### src/rtl/lcd_char_buffer.sv
// 2x16 character store feeding the SC1602 LCD driver: host write port, driver
// read port with one-cycle latency, fill-on-reset/clear, and a frame-request flag.
module lcd_char_buffer #(
  parameter logic [7:0]  FILL_CHAR      = 8'h20,
  parameter logic [23:0] REFRESH_CYCLES = 24'd100_000
) (
  input  logic       clk,
  input  logic       reset,
  input  logic       wr_valid,
  output logic       wr_ready,
  input  logic [4:0] wr_addr,
  input  logic [7:0] wr_data,
  input  logic       clear,
  input  logic       rd,
  input  logic [4:0] addr,
  output logic [7:0] data,
  output logic       data_valid,
  output logic       frame_req,
  input  logic       frame_ack,
  output logic       busy
);

  localparam int unsigned ADDR_W  = 5;
  localparam int unsigned DATA_W  = 8;
  localparam int unsigned DEPTH   = 32;
  localparam int unsigned TIMER_W = 24;

  localparam logic [0:0] FILL = 1'b0;
  localparam logic [0:0] IDLE = 1'b1;

  logic [0:0]        state;
  logic [0:0]        state_next;
  logic              fill_done;
  logic [ADDR_W-1:0] fill_idx;
  logic [DATA_W-1:0] mem [DEPTH];
  logic              wr_fire;
  logic              dirty;
  logic [TIMER_W-1:0] timer;

  // A clear in the same cycle masks the handshake, so it always beats a write.
  assign wr_ready = (state == IDLE) && !clear;
  assign busy     = (state == FILL);
  assign wr_fire  = wr_valid && wr_ready;

  always_ff @(posedge clk or posedge reset) begin
    if (reset) state <= FILL;
    else       state <= state_next;
  end

  always_comb begin
    state_next = state;
    fill_done  = 1'b0;
    case (state)
      FILL: begin
        if (!clear && fill_idx == ADDR_W'(DEPTH - 1)) begin
          state_next = IDLE;
          fill_done  = 1'b1;
        end
      end
      IDLE: begin
        if (clear) state_next = FILL;
      end
      default: state_next = FILL;
    endcase
  end

  always_ff @(posedge clk or posedge reset) begin
    if (reset)               fill_idx <= '0;
    else if (clear)          fill_idx <= '0;
    else if (state == FILL)  fill_idx <= fill_idx + ADDR_W'(1);
  end

  // Storage array; fill and host writes are mutually exclusive by state.
  always_ff @(posedge clk) begin
    if (state == FILL)  mem[fill_idx] <= FILL_CHAR;
    else if (wr_fire)   mem[wr_addr]  <= wr_data;
  end

  // Read port samples the pre-write contents on a same-address collision.
  always_ff @(posedge clk or posedge reset) begin
    if (reset) begin
      data       <= FILL_CHAR;
      data_valid <= 1'b0;
    end else begin
      data_valid <= rd;
      if (rd) data <= mem[addr];
    end
  end

  always_ff @(posedge clk or posedge reset) begin
    if (reset) begin
      dirty     <= 1'b0;
      timer     <= '0;
      frame_req <= 1'b0;
    end else begin
      if (wr_fire || fill_done) dirty <= 1'b1;
      else if (frame_ack)       dirty <= 1'b0;

      if (frame_ack)                    timer <= '0;
      else if (timer != REFRESH_CYCLES) timer <= timer + TIMER_W'(1);

      frame_req <= !frame_ack && dirty && (timer == REFRESH_CYCLES);
    end
  end

endmodule

### config.mk
export PLATFORM = sky130hd
export DESIGN_NAME = lcd_char_buffer
export DESIGN_NICKNAME = d
export VERILOG_FILES = /design/src/rtl/lcd_char_buffer.sv
export SDC_FILE = /design/constraint.sdc
export NUM_CORES = 1
export LEC_CHECK = 0
export CORE_MARGIN = 4
export CORE_UTILIZATION = 50
export DETAILED_ROUTE_END_ITERATION = 10
export HOLD_SLACK_MARGIN = 0.05
export PLACE_DENSITY = 0.67
export SETUP_SLACK_MARGIN = 0.05
export SLEW_MARGIN = 30
export SYNTH_ARGS = -nofsm -noshare
export SYNTH_HDL_FRONTEND = slang
export SYNTH_SLANG_ARGS = --single-unit
### constraint.sdc
create_clock -name clk -period 2.48 [get_ports clk]
set_input_delay 0.248 -clock clk [delete_from_list [all_inputs] [get_ports clk]]
set_output_delay 0.248 -clock clk [all_outputs]
set_load 0.05 [all_outputs]
Word-level counts from Yosys, hierarchy flattened

Memory sizes are Yosys's and may differ from the RTL's. A register that Yosys moved wholly into a read port is not among the register bits.
Index checks and enable logic that the tools add are counted.

Eq/ne operators: 4
Reduce and logical (&&, ||, !) cells: 11
Multiplexer cells: 17
$add $sub $neg: 2
Bitwise gates (word level): 1

Operators by type and width:

| cell                    | count |
|---|---|
| $mux W24                | 2 |
| $add A24 B1 Y24 const B | 1 |
| $eq A24 B17 Y1 const B  | 1 |
| $ne A24 B17 Y1 const B  | 1 |
| $mux W5                 | 3 |
| $mux W1                 | 10 |
| $mux W8                 | 1 |
| $reduce_or A8 Y1        | 1 |
| $add A5 B1 Y5 const B   | 1 |
| $eq A5 B5 Y1 const B    | 1 |
| $logic_and A1 B1 Y1     | 5 |
| $reduce_bool A2 Y1      | 2 |
| $logic_not A1 Y1        | 2 |
| $ne A2 B2 Y1 const B    | 1 |
| $pmux W1 S2             | 1 |
| $logic_or A1 B1 Y1      | 1 |
| $not A1 Y1              | 1 |

Word-level logic and storage cells: 42
Output and inout bits: 12
Memories kept: 1
Bits in writable memories: 256
Input bits: 24
Register bits after elaboration: 33

Memories:

| memory | depth | width | read ports | clocked after memory_dff | write ports | line | source |
|---|---|---|---|---|---|---|---|
| mem    | 32    | 8     | 1          | 1                        | 1           | 35   | `logic [DATA_W-1:0] mem [DEPTH];` |

Logic depth before layout (Yosys ltp)

Depth in word-level cells: 8
Depth in mapped cells: 8
Mapped depth without buffers: 7

Worst setup path before layout

OpenSTA, ideal clock, no wires.

Kind: reg2reg
From: register state
To: memory mem[22][0], enable pin
Buffers on the path: 3
Data required time: 2.110 ns
Arrival time: 1.758 ns
Stages on the path, launching flop included: 9
Library setup time: 0.370 ns
Clock period less this slack: 2.128 ns
Path slack: 0.352 ns
Cell sequence: dfrtp_1 > buf_2 > and3b_1 > clkbuf_1 > clkbuf_1 > nand3_1 > nand2_1 > nand2_1 > nor2_1

Cells in the longest elaborated chain, start to end: 7
Elaborated cells between the ends (all ways): 9
Classes of those cells: mux: 6; reduce/logical: 3

RTL lines:

| item                                         | line | source |
|---|---|---|
| start, declared                              | 31   | `logic [0:0] state;` |
| start signal, assigned                       | 47   | `else state <= state_next;` |
| $logic_and A1 B1 Y1                          | 41   | `assign wr_ready = (state == IDLE) && !clear;` |
| $logic_and A1 B1 Y1                          | 43   | `assign wr_fire = wr_valid && wr_ready;` |
| $mux W1                                      | 76   | `else if (wr_fire) mem[wr_addr] <= wr_data;` |
| $mux W1                                      | 75   | `if (state == FILL) mem[fill_idx] <= FILL_CHAR;` |
| $mux W1 (not written as such)                | 76   |  |
| $reduce_or A8 Y1 (no line)                   | n/a  |  |
| $mux W5 (no line) or $mux W1 (tied branches) | n/a  |  |
| end, declared                                | 35   |  |

Parallel ways exist; a longest one is shown, timed or not.

Worst setup path in the final report

From: register state
To: output busy

Cells in the longest elaborated chain, start to end: 1

RTL lines:

| item          | line | source |
|---|---|---|
| $not A1 Y1    | n/a  |  |
| end, declared | 20   | `output logic busy` |

No other way between the ends.

==> impl_metrics.py <==
metrics = {
    "die": {
        "start_util": 0.5130,
        "core_region_area_sq_um": 23680,
        "io_pins": 36,
        "die_area_sq_um": 26860,
        "rows": 56,
        "die_y_microns": 163.9,
        "die_x_microns": 163.9,
    },
    "synthesis": {
        "synth.distinct_cells": 43,
        "synth-simple-area-share": 0.06951,
        "synth.area.mux_share": 0.1162,
        "synth_ff_type": "edfxtp_1",
        "syn-num-nets": 814,
        "synth-edff-count": 256,
        "synth-xor-area-share": 0.01297,
        "synth_compound_area_frac": 0.06209,
        "synth_top_family_by_area": "multiplexers",
        "async_flop_share": 0.1380,
        "synthAdderAreaFrac": 0.004119,
        "synthesis.area_sq_um": 12150,
        "ys_seq_area_frac": 0.7172,
        "ys_warn_count": 0,
        "postSynthAreaPerCell_sq_um": 15.46,
        "ys_seq_elements": 297,
        "synthCells": 786,
    },
    "worst_hold_path": {
        "holdCritPathClass": "in2async",
    },
    "placed_design": {
        "preCtsSetupSlack_ns": 0.2136,
        "port_buffers": 35,
        "dpl.hpwl_mm": 18.64,
        "gp_congestion": 0.8820,
    },
    "global_route": {
        "grt_pass1_wl_mm": 43.79,
        "gr-usage-all-layers": 0.2163,
        "grt_overflow": 0,
        "grt_pass1_vias": 7296,
        "antenna_found_initial": 0,
        "grt_max_degree": 33,
    },
    "drt": {
        "first_pass_iters": 5,
        "wl_per_cell_microns": 23.49,
        "vias_per_cell": 5.856,
        "vias": 7138,
        "wl_mm": 28.63,
        "dr.first_iter.drc_count": 726,
        "ant_nets": 0,
        "route.detailed.drc": 0,
    },
    "timing": {
        "timing.hold.ws_ns": 0.08135,
        "tightest_slew_ns": 0.8061,
        "setup_viol": 0,
        "tns_ns": 0,
        "setup_ws_ns": 0.1944,
        "finalHoldViolCount": 0,
        "period_share": 0.9216,
        "fin_crit_ns": 2.286,
        "slew_violations": 0,
        "max_slew_margin": 0.4593,
        "skew_ns": 0.009249,
        "rsz0062_at_grt": "no",
        "achievable-frequency_mhz": 437.5,
    },
    "run_status": {
        "status": "completed",
    },
    "finish": {
        "layout_common_cells": "edfxtp_1, mux2i_1, a22oi_1",
        "num_antenna_cells": 0,
        "nets": 906,
        "finish.utilization": 0.6047,
        "final_common_cell": "edfxtp_1",
        "fillers": 1839,
        "drive_above_1_share": 0.1489,
        "multi_input_area_sq_um": 3226,
        "seq_area_sq_um": 8715,
        "area.growth.synth_to_final_pct": 17.86,
    },
    "clock_tree": {
        "clkTransAtPathRegs_ns": 0.06,
        "post_cts_buffers": 0,
        "cts.sinks": 297,
        "cts-root-buf": "clkbuf_16",
        "numCtsBuffers": 29,
        "clock_latency_ns": 0.54,
        "cts_tree": "done",
        "cts_max_level": 1,
        "cts.path.max_buffers": 3,
    },
    "power_and_ir_drop": {
        "comb_power_share": 0.056,
        "seq_power_share": 0.525,
        "clkPwrFrac": 0.419,
        "leakage_nw": 4.965,
        "internal_power_mw": 8.262,
        "vdd_ir_drop_max_uv": 468.9,
        "netSwitchingPower_mw": 2.173,
        "powerDensity_nw_per_um2": 728.7,
        "swShare": 0.2082,
    },
    "run": {
        "max_cap_viol_count": 0,
    },
    "worst_setup_path": {
        "end_kind": "primary output",
        "cp_max_fo": 10,
        "r2r_start": "state$_DFF_PP0_",
        "startpoint": "state$_DFF_PP0_",
        "crit_arrival_ns": 2.04,
        "required_ns": 2.23,
        "worst_setup_path_start_kind": "flip-flop",
        "criticalPathCategory": "reg2out",
    },
}
-- registers in the layout (all words and copies together) (netlist names) --
name	cells
frame_req	1
state	1
fill_idx	5
timer	24
data_valid	1
dirty	1
data	8
mem	256
-- power groups by stage --
stage	registers [mW]	logic, mW	clock network (mW)
CTS	5.47	0.585	4.42
floorplan	5.62	0.282	0
detailed placement	5.58	0.582	0
global placement	5.58	0.573	0
global route	5.48	0.623	4.67
finish	5.48	0.588	4.37
-- synthesized netlist by cell type (2+ instances only) --
master / number / area (sq um)
or3_1: 7 / 43.79
mux2_2: 8 / 90.09
edfxtp_1: 256 / 7687
and2_1: 10 / 62.56
nand2b_1: 6 / 37.54
a22oi_1: 66 / 495.5
xor2_1: 12 / 105.1
nor3_2: 2 / 20.02
a21oi_1: 38 / 190.2
buf_2: 15 / 75.07
mux2i_1: 132 / 1321
buf_1: 3 / 11.26
nor2_1: 60 / 225.2
nand3_1: 9 / 45.04
nor4_1: 10 / 62.56
clkbuf_1: 22 / 82.58
inv_1: 10 / 37.54
nor4b_1: 2 / 17.52
o21ai_0: 6 / 30.03
nand3b_1: 5 / 37.54
nand2_1: 24 / 90.09
nor2b_1: 4 / 25.02
ha_1: 4 / 50.05
dfrtp_1: 40 / 1001
a32oi_1: 2 / 17.52
nand4_1: 5 / 31.28
and4_1: 2 / 17.52
nor3_1: 5 / 25.02
and3_1: 2 / 12.51
xnor2_1: 6 / 52.55
-- layer usage --
layer,share of wire,GRT usage
met1,0.41,0.3055
met2,0.47,0.3446
met3,0.090,0.04918
met4,0.023,0.05528
met5,0,0
-- stage by stage --
| step | instance area, sq um | total power, mW | std cells |
|---|---|---|---|
| final | 14320 | 10.44 | 1219 |
| after detailed placement | 13360 | 6.161 | 1166 |
| after global placement | 13360 | 6.148 | 1166 |
| after CTS | 14320 | 10.48 | 1219 |
| after floorplan | 12150 | 5.906 | 786 |
| after global routing | 14320 | 10.77 | 1219 |
-- final timing paths --
check | endpoint | slack (ns) | cells after the start
max in group asynchronous | timer[14]$_DFFE_PP0P_ | 1.86 | 3
min reg2reg | frame_req$_DFF_PP0_ | 0.49 | 1
max | busy | 0.19 | 2
max reg2reg | mem[18][1]$_DFFE_PP_ | 0.31 | 6
min in group clk | fill_idx[1]$_DFFE_PP0P_ | 0.46 | 3
min | state$_DFF_PP0_ | 0.08 | 2
-- worst max-delay path, cell delays in order (launching register included) --
cell	delay, ns
dfrtp_1	0.52
inv_1	0.16
clkdlybuf4s50_1	0.82
-- repair_timing --
item	4_1_cts	5_1_grt
resized for setup	0	1
endpoints found under the setup margin	0	1
hold buffers	0	0
-- cell type report --
cell class	instances	share of cell area
sequential	297	0.6086
multi-input combinational	438	0.2253
timing repair buffer	102	0.06859
clock buffer	42	0.05976
tap	319	0.02787
clock inverter	11	0.007339
inverter	10	0.002621
-- logic make-up (layout without fill, tap and decap cells) --
logic type,count (synthesis),in the layout
adders and majority gates,4,4
buffers and inverters,51,165
AOI/OAI and AO/OA,115,115
and+or+nand+nor,161,161
muxes,140,140
DFF,297,297
xor gates and xnor gates,18,18
(Power assumes the default switching activity.)
